**src/rtl/uart_pkg.sv**
```systemverilog
// Shared UART definitions.
// Holds the transmitter FSM state encoding, the PARITY parameter codes and
// the clock/baud constants that uart_tx shares with the baudrate generator.
// No ports; imported with `import uart_pkg::*;`.
package uart_pkg;

    // FSM state encoding, kept as plain constants so the encoding matches the
    // legacy netlists bit for bit.
    typedef logic [2:0] state_t;

    localparam state_t ST_IDLE      = 3'd0;
    localparam state_t ST_WAIT_TICK = 3'd1;
    localparam state_t ST_START     = 3'd2;
    localparam state_t ST_DATA      = 3'd3;
    localparam state_t ST_PARITY    = 3'd4;
    localparam state_t ST_STOP      = 3'd5;

    // Values for the PARITY parameter.
    localparam int unsigned PARITY_NONE = 0;
    localparam int unsigned PARITY_ODD  = 1;
    localparam int unsigned PARITY_EVEN = 2;

    // System clock and the supported line rates.
    localparam int unsigned SOURCE_CLK  = 50_000_000;
    localparam int unsigned BAUD_9600   = 9600;
    localparam int unsigned BAUD_57600  = 57600;
    localparam int unsigned BAUD_115200 = 115200;

    // Clock cycles per bit for a given line rate.
    function automatic int unsigned baud_divisor(input int unsigned baud);
        return SOURCE_CLK / baud;
    endfunction

endpackage

```
**src/rtl/uart_tx_if.sv**
```systemverilog
// Host-side word handshake of the UART transmitter.
//   tx_data  : word to send, sampled on the handshake edge
//   tx_valid : source has a word
//   tx_ready : transmitter can accept a word
// master = byte source, slave = uart_tx.
interface uart_tx_if #(
    parameter int unsigned DATA_BITS = 8
);

    logic [DATA_BITS-1:0] tx_data;
    logic                 tx_valid;
    logic                 tx_ready;

    modport master (
        output tx_data,
        output tx_valid,
        input  tx_ready
    );

    modport slave (
        input  tx_data,
        input  tx_valid,
        output tx_ready
    );

endinterface

```
**src/rtl/baud_tick_detect.sv**
```systemverilog
// Converts the baud timing input into a one-cycle tick.
//   clock    : system clock
//   reset_n  : asynchronous active-low reset
//   baud_in  : square wave (TICK_EDGE=1) or one-cycle strobe (TICK_EDGE=0)
//   tick     : one-cycle pulse per bit interval
// Written to be shared with a future uart_rx.
module baud_tick_detect #(
    parameter int unsigned TICK_EDGE = 1
) (
    input  logic clock,
    input  logic reset_n,
    input  logic baud_in,
    output logic tick
);

    // History resets to 1 so a line that is already high when reset is
    // released is not mistaken for a rising edge.
    logic baud_prev;

    always_ff @(posedge clock or negedge reset_n) begin
        if (!reset_n) begin
            baud_prev <= 1'b1;
        end else begin
            baud_prev <= baud_in;
        end
    end

    assign tick = (TICK_EDGE != 0) ? (baud_in & ~baud_prev) : baud_in;

endmodule

```
**src/rtl/uart_tx.sv**
```systemverilog
// UART transmitter.
// Accepts one word per valid/ready handshake and sends it on tx as start bit,
// DATA_BITS data bits LSB first, optional parity bit and STOP_BITS stop bits.
// All bit timing comes from baud_in; there is no internal divider.
//   clock    : system clock
//   reset_n  : asynchronous active-low reset
//   baud_in  : baud timing from the baudrate generator
//   host     : word handshake (tx_data / tx_valid / tx_ready)
//   tx       : serial line, idle high
//   tx_busy  : frame in progress, from acceptance until the frame ends
//   tx_done  : one-cycle pulse when the final stop bit completes
module uart_tx
    import uart_pkg::*;
#(
    parameter int unsigned DATA_BITS = 8,
    parameter int unsigned PARITY    = 0,
    parameter int unsigned STOP_BITS = 1,
    parameter int unsigned TICK_EDGE = 1
) (
    input  logic      clock,
    input  logic      reset_n,
    input  logic      baud_in,
    uart_tx_if.slave  host,
    output logic      tx,
    output logic      tx_busy,
    output logic      tx_done
);

    localparam logic [3:0] LAST_DATA = 4'(DATA_BITS - 1);
    localparam logic [3:0] LAST_STOP = 4'(STOP_BITS - 1);

    state_t               state;
    logic [DATA_BITS-1:0] shreg;
    logic [3:0]           bit_cnt;
    logic                 parity_acc;
    logic                 parity_bit;
    logic                 tick;
    logic                 accept;

    baud_tick_detect #(
        .TICK_EDGE (TICK_EDGE)
    ) u_tick (
        .clock   (clock),
        .reset_n (reset_n),
        .baud_in (baud_in),
        .tick    (tick)
    );

    // Ready is decoded from the state, so it rises in the same cycle as the
    // tx_done pulse and a held tx_valid is taken on the very next edge.
    assign host.tx_ready = (state == ST_IDLE);
    assign tx_busy       = ~host.tx_ready;
    assign accept        = host.tx_valid & host.tx_ready;

    // parity_acc holds the XOR of all data bits once the last one is driven.
    assign parity_bit = (PARITY == PARITY_EVEN) ? parity_acc : ~parity_acc;

    always_ff @(posedge clock or negedge reset_n) begin
        if (!reset_n) begin
            state      <= ST_IDLE;
            shreg      <= '0;
            bit_cnt    <= '0;
            parity_acc <= 1'b0;
            tx         <= 1'b1;
            tx_done    <= 1'b0;
        end else begin
            tx_done <= 1'b0;
            case (state)
                ST_IDLE: begin
                    tx <= 1'b1;
                    if (accept) begin
                        shreg <= host.tx_data;
                        state <= ST_WAIT_TICK;
                    end
                end

                // A tick in the acceptance cycle is seen while still in IDLE,
                // so the start bit always waits for the next full interval.
                ST_WAIT_TICK: begin
                    if (tick) begin
                        tx    <= 1'b0;
                        state <= ST_START;
                    end
                end

                ST_START: begin
                    if (tick) begin
                        tx         <= shreg[0];
                        parity_acc <= shreg[0];
                        shreg      <= shreg >> 1;
                        bit_cnt    <= '0;
                        state      <= ST_DATA;
                    end
                end

                ST_DATA: begin
                    if (tick) begin
                        if (bit_cnt == LAST_DATA) begin
                            bit_cnt <= '0;
                            if (PARITY != PARITY_NONE) begin
                                tx    <= parity_bit;
                                state <= ST_PARITY;
                            end else begin
                                tx    <= 1'b1;
                                state <= ST_STOP;
                            end
                        end else begin
                            tx         <= shreg[0];
                            parity_acc <= parity_acc ^ shreg[0];
                            shreg      <= shreg >> 1;
                            bit_cnt    <= bit_cnt + 4'd1;
                        end
                    end
                end

                ST_PARITY: begin
                    if (tick) begin
                        tx    <= 1'b1;
                        state <= ST_STOP;
                    end
                end

                // bit_cnt is reused to count stop intervals.
                ST_STOP: begin
                    if (tick) begin
                        if (bit_cnt == LAST_STOP) begin
                            bit_cnt <= '0;
                            tx_done <= 1'b1;
                            state   <= ST_IDLE;
                        end else begin
                            bit_cnt <= bit_cnt + 4'd1;
                        end
                    end
                end

                default: begin
                    tx    <= 1'b1;
                    state <= ST_IDLE;
                end
            endcase
        end
    end

endmodule
```
**src/flat_wrapper.sv**
```systemverilog
// flat-port wrapper written by rule: the top's interface ports become plain ports
module uart_tx_flat import uart_pkg::*;
#(
    parameter int unsigned DATA_BITS = 8,
    parameter int unsigned PARITY    = 0,
    parameter int unsigned STOP_BITS = 1,
    parameter int unsigned TICK_EDGE = 1
)
  (clock, reset_n, baud_in, tx, tx_busy, tx_done, host_tx_data, host_tx_valid, host_tx_ready);
  uart_tx_if #(.DATA_BITS(DATA_BITS)) host_i ();
  input  logic clock;
  input  logic reset_n;
  input  logic baud_in;
  output logic tx;
  output logic tx_busy;
  output logic tx_done;
  input wire logic [$bits(host_i.tx_data)-1:0] host_tx_data;
  input wire logic [$bits(host_i.tx_valid)-1:0] host_tx_valid;
  output wire logic [$bits(host_i.tx_ready)-1:0] host_tx_ready;
  assign host_i.tx_data = host_tx_data;
  assign host_i.tx_valid = host_tx_valid;
  assign host_tx_ready = host_i.tx_ready;
  uart_tx #(.DATA_BITS(DATA_BITS), .PARITY(PARITY), .STOP_BITS(STOP_BITS), .TICK_EDGE(TICK_EDGE)) u_core (.clock(clock), .reset_n(reset_n), .baud_in(baud_in), .host(host_i), .tx(tx), .tx_busy(tx_busy), .tx_done(tx_done));
endmodule
```
**config.mk**
```make
export PLATFORM = sky130hd
export DESIGN_NAME = uart_tx_flat
export DESIGN_NICKNAME = d
export VERILOG_FILES = /design/src/rtl/uart_pkg.sv /design/src/rtl/uart_tx_if.sv /design/src/rtl/baud_tick_detect.sv /design/src/rtl/uart_tx.sv /design/src/flat_wrapper.sv
export SDC_FILE = /design/constraint.sdc
export NUM_CORES = 1
export LEC_CHECK = 0
export CORE_ASPECT_RATIO = 1.5
export CORE_MARGIN = 1
export CORE_UTILIZATION = 50
export CTS_BUF_LIST = sky130_fd_sc_hd__clkbuf_2 sky130_fd_sc_hd__clkbuf_4 sky130_fd_sc_hd__clkbuf_8
export DETAILED_ROUTE_END_ITERATION = 7
export PLACE_DENSITY_LB_ADDON = 0.05
export RECOVER_POWER = 100
export SYNTH_ARGS = -nofsm -noshare
export SYNTH_HDL_FRONTEND = slang
export SYNTH_SLANG_ARGS = --single-unit
```
**constraint.sdc**
```tcl
create_clock -name clock -period 1.9 [get_ports clock]
set_input_delay 0.38 -clock clock [delete_from_list [all_inputs] [get_ports clock]]
set_output_delay 0.38 -clock clock [all_outputs]
set_load 0.02 [all_outputs]
```
Word-level counts from Yosys, hierarchy flattened
Index checks and enable logic that the tools add are counted.
{"block": "classes", "add_sub_neg": 1, "eq_ne": 15, "n_mux": 29, "reduce_logical": 8, "bitwise": 5}
{"cell": "2-to-1 mux 8 bit", "count": 4}
{"cell": "2-to-1 mux 3 bit", "count": 8}
{"cell": "one-hot mux 8 bit (3 select lines)", "count": 1}
{"cell": "2-to-1 mux 4 bit", "count": 5}
{"cell": "one-hot mux 3 bit (6 select lines)", "count": 1}
{"cell": "!= test 2 x 1 -> 1 bit, second input constant", "count": 7}
{"cell": "one-hot mux 4 bit (3 select lines)", "count": 1}
{"cell": "AND reduction 5 bit", "count": 2}
{"cell": "2-to-1 mux 1 bit", "count": 8}
{"cell": "AND reduction 8 bit", "count": 1}
{"cell": "== test 3 x 2 -> 1 bit, second input constant", "count": 2}
{"cell": "== test 3 bit, second input constant", "count": 2}
{"cell": "nonzero test 3 bit", "count": 2}
{"cell": "one-hot mux 1 bit (5 select lines)", "count": 1}
{"cell": "adder 4 x 1 -> 4 bit, second input constant", "count": 1}
{"cell": "== test 4 x 3 -> 1 bit, second input constant", "count": 1}
{"cell": "zero test 4 bit", "count": 1}
{"cell": "!= test 2 bit, second input constant", "count": 2}
{"cell": "AND reduction 4 bit", "count": 1}
{"cell": "== test 3 x 1 -> 1 bit, second input constant", "count": 1}
{"cell": "zero test 3 bit", "count": 1}
{"cell": "inverter 1 bit", "count": 3}
{"cell": "AND 1 bit", "count": 2}
{"block": "word_totals", "output_inout_bits": 4, "wordCells": 64, "regBits": 18}

Longest topological paths before layout
Gate-level depths: netlist of run 1.
{"block": "depth", "ltp_word": 4, "mapped_depth": 6, "mapped_depth_nobuf": 6}

Cells and area by module
From an unflattened synthesis of run 1, not the netlist that was laid out.
{"block": "unflattened", "cells_unflattened": 116, "area_unflattened_um2": 1007.2}
{"mod": "uart_tx", "seq_area_each_um2": 426.7, "area_per_inst_um2": 967.2, "cells_per_inst": 114, "n_inst": 1}
{"mod": "baud_tick_detect", "seq_area_each_um2": 26.3, "area_per_inst_um2": 40.0, "cells_per_inst": 2, "n_inst": 1}

Worst setup path before layout of run 1
OpenSTA, ideal clock, no wires.
{"block": "synth_timing", "path_kind": "register to output", "from": "register u_core.state[1]", "to": "output tx_busy", "t_arrival_ns": 1.316, "path_slack_ns": 0.204, "required_ns": 1.520, "path_buffers": 1, "stages_incl_launch_ff": 4, "path_cell_list": "dfrtp_1 buf_2 nor3_1 inv_1"}
{"block": "synth_between", "elab_chain_len": 2}
{"item": "start, declared", "line": "uart_tx.sv:32", "rtl": "state_t state;"}
{"item": "start signal, assigned", "line": "uart_tx.sv:60", "rtl": "state <= ST_IDLE;"}
{"item": "start signal, assigned", "line": "uart_tx.sv:73", "rtl": "state <= ST_WAIT_TICK;"}
{"item": "start signal, assigned", "line": "uart_tx.sv:82", "rtl": "state <= ST_START;"}
{"item": "zero test 3 bit", "line": "uart_tx.sv:51", "rtl": "assign host.tx_ready = (state == ST_IDLE);"}
{"item": "via host_tx_ready", "line": "flat_wrapper.sv:19", "rtl": "output wire logic [$bits(host_i.tx_ready)-1:0] host_tx_ready;"}
{"item": "inverter 1 bit", "line": "uart_tx.sv:52", "rtl": "assign tx_busy = ~host.tx_ready;"}
{"item": "end, declared", "line": "flat_wrapper.sv:15", "rtl": "output logic tx_busy;"}
The timed path passes the listed nets, and every way through them passes these cells.

Worst setup path in the final report of run 1
{"block": "layout_timing", "from": "input baud_in", "to": "register u_core.shreg[2]"}
{"block": "layout_between", "elab_chain_len": 3, "elab_cells_between_ends": 4, "cone_classes": "eq/ne (2); bitwise (1); reduce/logical (1)"}
{"item": "start, declared", "line": "flat_wrapper.sv:13", "rtl": "input logic baud_in;"}
{"item": "AND 1 bit (*)", "line": "baud_tick_detect.sv:28", "rtl": "assign tick = (TICK_EDGE != 0) ? (baud_in & ~baud_prev) : baud_in;"}
{"item": "!= test 2 x 1 -> 1 bit (no source line)"}
{"item": "AND reduction 5 bit (no source line) (*)"}
{"item": "end signal, assigned", "line": "uart_tx.sv:72", "rtl": "shreg <= host.tx_data;"}
{"item": "end signal, assigned", "line": "uart_tx.sv:90", "rtl": "shreg <= shreg >> 1;"}
{"item": "end signal, assigned", "line": "uart_tx.sv:110", "rtl": "shreg <= shreg >> 1;"}
{"item": "end, declared", "line": "uart_tx.sv:33", "rtl": "logic [DATA_BITS-1:0] shreg;"}
Every way passes the cells marked *; elsewhere a longest branch is shown, timed or not.
A chain may end at the register's enable or synchronous reset.

==> out/metrics.yaml, run 1 <==
route:
  num_vias: 807
  met1Wirelength_um: 897
  viasPerCell: 5.57
  met2_length_um: 1040
  ant_nets: 0
  route.top_layer_used: "met4"
  first_pass_iters: 4
  drt-initial-drc-count: 22
  wl_met3_um: 74
  drc_errors: 0
  wl_per_cell_um: 14.2
  drt_wl_total_um: 2060
grt:
  antenna_found_initial: 0
  grt_usage_pct: 21.4
  grt_pass1_vias: 825
  grt_max_degree: 12
  grt_pass1_wl_um: 3390
  overflow: 0
clock_tree:
  cts_buffer_depth: 2
  cts_sinks: 18
  clockRootBuffer: "clkbuf_4"
  cts_setup_buffers: 0
  cts_made_buffers: 3
  clock_latency_ns: 0.30
  path_clk_slew_ns: 0.11
  cts_tree: "built"
  cts_max_level: 1
final_layout:
  layout_commonest_cell: "nand2_1"
  drive_above_1_share_pct: 21.0
  final_area_um2: 1270
  syn_to_final_growth_pct: 21.3
  fin_util_pct: 66.8
  fin_nets: 139
  final_cell_mix: "nand2_1 (22), dfrtp_1 (16), clkdlybuf4s50_1 (10)"
  antennaDiodeCount: 0
die:
  dieArea_um2: 2290
  die_w_um: 39.4
  fp.dieH_um: 58.1
  rows: 19
  io_pins: 16
  fp.coreArea_um2: 1900
  start_util_pct: 55.1
synth:
  yosys_warnings: 0
  synthCells: 101
  syn_area_um2: 1050
  synthDistinctLibCells: 38
  synth_seq_cells: 18
  synth_seq_area_share_pct: 43.2
  synth_fp_nets: 115
  syn_avg_cell_area_um2: 10.4
timing:
  finClkSkew_ns: 0.00172
  hold_viol_final: 0
  tns_ns: 0
  fin_ws_ns: 0.0868
  period_minus_slack_ns: 1.81
  period_share_pct: 95.4
  whs_ns: 0.458
  worst_slew_pin_slew_ns: 0.529
  relSlewSlack_pct: 64.6
  slew_viol_final: 0
  setup_violations: 0
  max_freq_mhz: 552
  rsz0062_at_grt: "no"
placement:
  gp_congestion: 0.819
  hpwl_um: 1570
  dp_worst_setup_slack_ns: -0.180
  dpl_cell_area_um2: 1260
  io_buffers: 15
pwr:
  p_leak_nw: 0.590
  powerDensity_nw_per_um2: 1160
  vdd_drop_max_uv: 620
worst_setup_path:
  endpoint_kind: "flop"
  crit_fanout: 8
  cp.arrival_ns: 2.00
  crit_slowest_cell: "dlygate4sd3_1"
  path_class: "in -> reg"
  path_cells: "dlygate4sd3_1 -> and2b_2 -> a22oi_1 -> nor3_4 -> mux2_1"
  worstPathRequired_ns: 2.09
  startpoint_type: "primary input"
  r2r_cells: 5
  cpPeakStageDelay_ns: 0.54
hold_path:
  hold_class: "in -> async"
run:
  cap_violations: 0
run_status:
  status: "complete, no violations"
## through the flow
| step | std cells | power (mW) |
|---|---|---|
| after floorplan | 101 | 1.08 |
| after global placement | 141 | 1.24 |
| after detailed placement | 141 | 1.27 |
| after CTS | 145 | 1.51 |
| after global routing | 145 | 1.57 |
| final | 145 | 1.47 |
## Yosys cell counts (all sizes together)
cell type  count  area share (%)
mux2           9              12
nor2           4             1.4
nand2         22             7.9
nand3b         1             1.9
o22ai          1            0.60
dfstp          2             5.0
dfrtp         16              38
mux2i          2             1.9
inv            5             1.8
a22o           1            0.84
ha             2             2.4
o211ai         2             1.4
or3b           1            0.84
o21ai          7             3.7
a221oi         1            0.84
buf            3             2.0
nand2b         2             1.2
and3b          1            0.84
clkbuf         1            0.36
and2b          1            0.84
or2b           1            0.84
a21oi          2            0.96
a32oi          1             1.6
a2bb2oi        1            0.84
a211oi         1            0.72
nor3           4             4.1
nor3b          1            0.72
nor2b          1            0.60
a22oi          1            0.72
and2           1            0.60
o41ai          2             1.7
nand3          1            0.48
## worst paths after layout
| path | from | endpoint | slack [ns] |
|---|---|---|---|
| setup reg to reg | u_core.bit_cnt[1]$_DFFE_PN0P_ | u_core.shreg[2]$_DFFE_PN0P_ | 0.11 |
| hold reg to reg | u_core.shreg[6]$_DFFE_PN0P_ | u_core.shreg[6]$_DFFE_PN0P_ | 0.51 |
| max in group asynchronous | reset_n | u_core.shreg[0]$_DFFE_PN0P_ | 0.71 |
| min in group clock | u_core.shreg[6]$_DFFE_PN0P_ | u_core.shreg[6]$_DFFE_PN0P_ | 0.51 |
| hold / removal | reset_n | u_core.shreg[6]$_DFFE_PN0P_ | 0.46 |
| setup / recovery | baud_in | u_core.shreg[2]$_DFFE_PN0P_ | 0.09 |
## flip-flops by register name, summed over array words and instances, names as in the netlist
name,count
u_core.tx,1
u_core.shreg,8
u_core.bit_cnt,4
u_core.tx_done,1
u_core.u_tick.baud_prev,1
u_core.state,3
## logic make-up after synthesis
group,after synthesis,synth area share [%]
flip-flops,18,43.2
multiplexers,11,14.1
AO/OA/AOI/OAI,20,13.9
AND/OR/NAND/NOR,41,22.2
buffers and inverters,9,4.18
adder cells (fa/ha/maj),2,2.39
## worst max-delay path: cells and delay by family
family | cells | cell delay [ns]
AO/OA/AOI/OAI | 1 | 0.12
buffers and inverters | 1 | 0.54
multiplexers | 1 | 0.37
AND/OR/NAND/NOR | 2 | 0.59
## area by class of cell
| cell class | count | area [um^2] |
|---|---|---|
| Fill cell | 162 | 632 |
| Multi-Input combinational cell | 74 | 536 |
| Sequential cell | 18 | 453 |
| Timing Repair Buffer | 23 | 200 |
| Clock buffer | 4 | 36.3 |
| Tap cell | 21 | 26.3 |
| Inverter | 5 | 18.8 |
## per-layer routing
metal	vias to the layer above	track usage (%)
li1	398	-
met1	386	24.9
met2	17	36.2
met3	6	2.30
met4	0	12.3
met5	-	0
## where the power goes
group	total, mW	internal [mW]	switching (mW)	leakage (nW)
clock network	0.241	0.117	0.124	0.0210
logic	0.620	0.322	0.298	0.350
registers	0.613	0.515	0.0977	0.219
total	1.47	0.954	0.520	0.590
## repair_timing
action / 4_1_cts / 5_1_grt
hold buffers: 0 / 0
hold endpoints to repair: 0 / 0
setup endpoints to repair: 2 / 0
gates resized for setup: 3 / 0
Power figures use the tool's default switching activity.
==> run 2: changes to the inputs <==
Settings changed: SLEW_MARGIN from default to 20.
==> results of run 2 <==
Same layout as run 1: the final DEF is identical, and so are final timing and power.
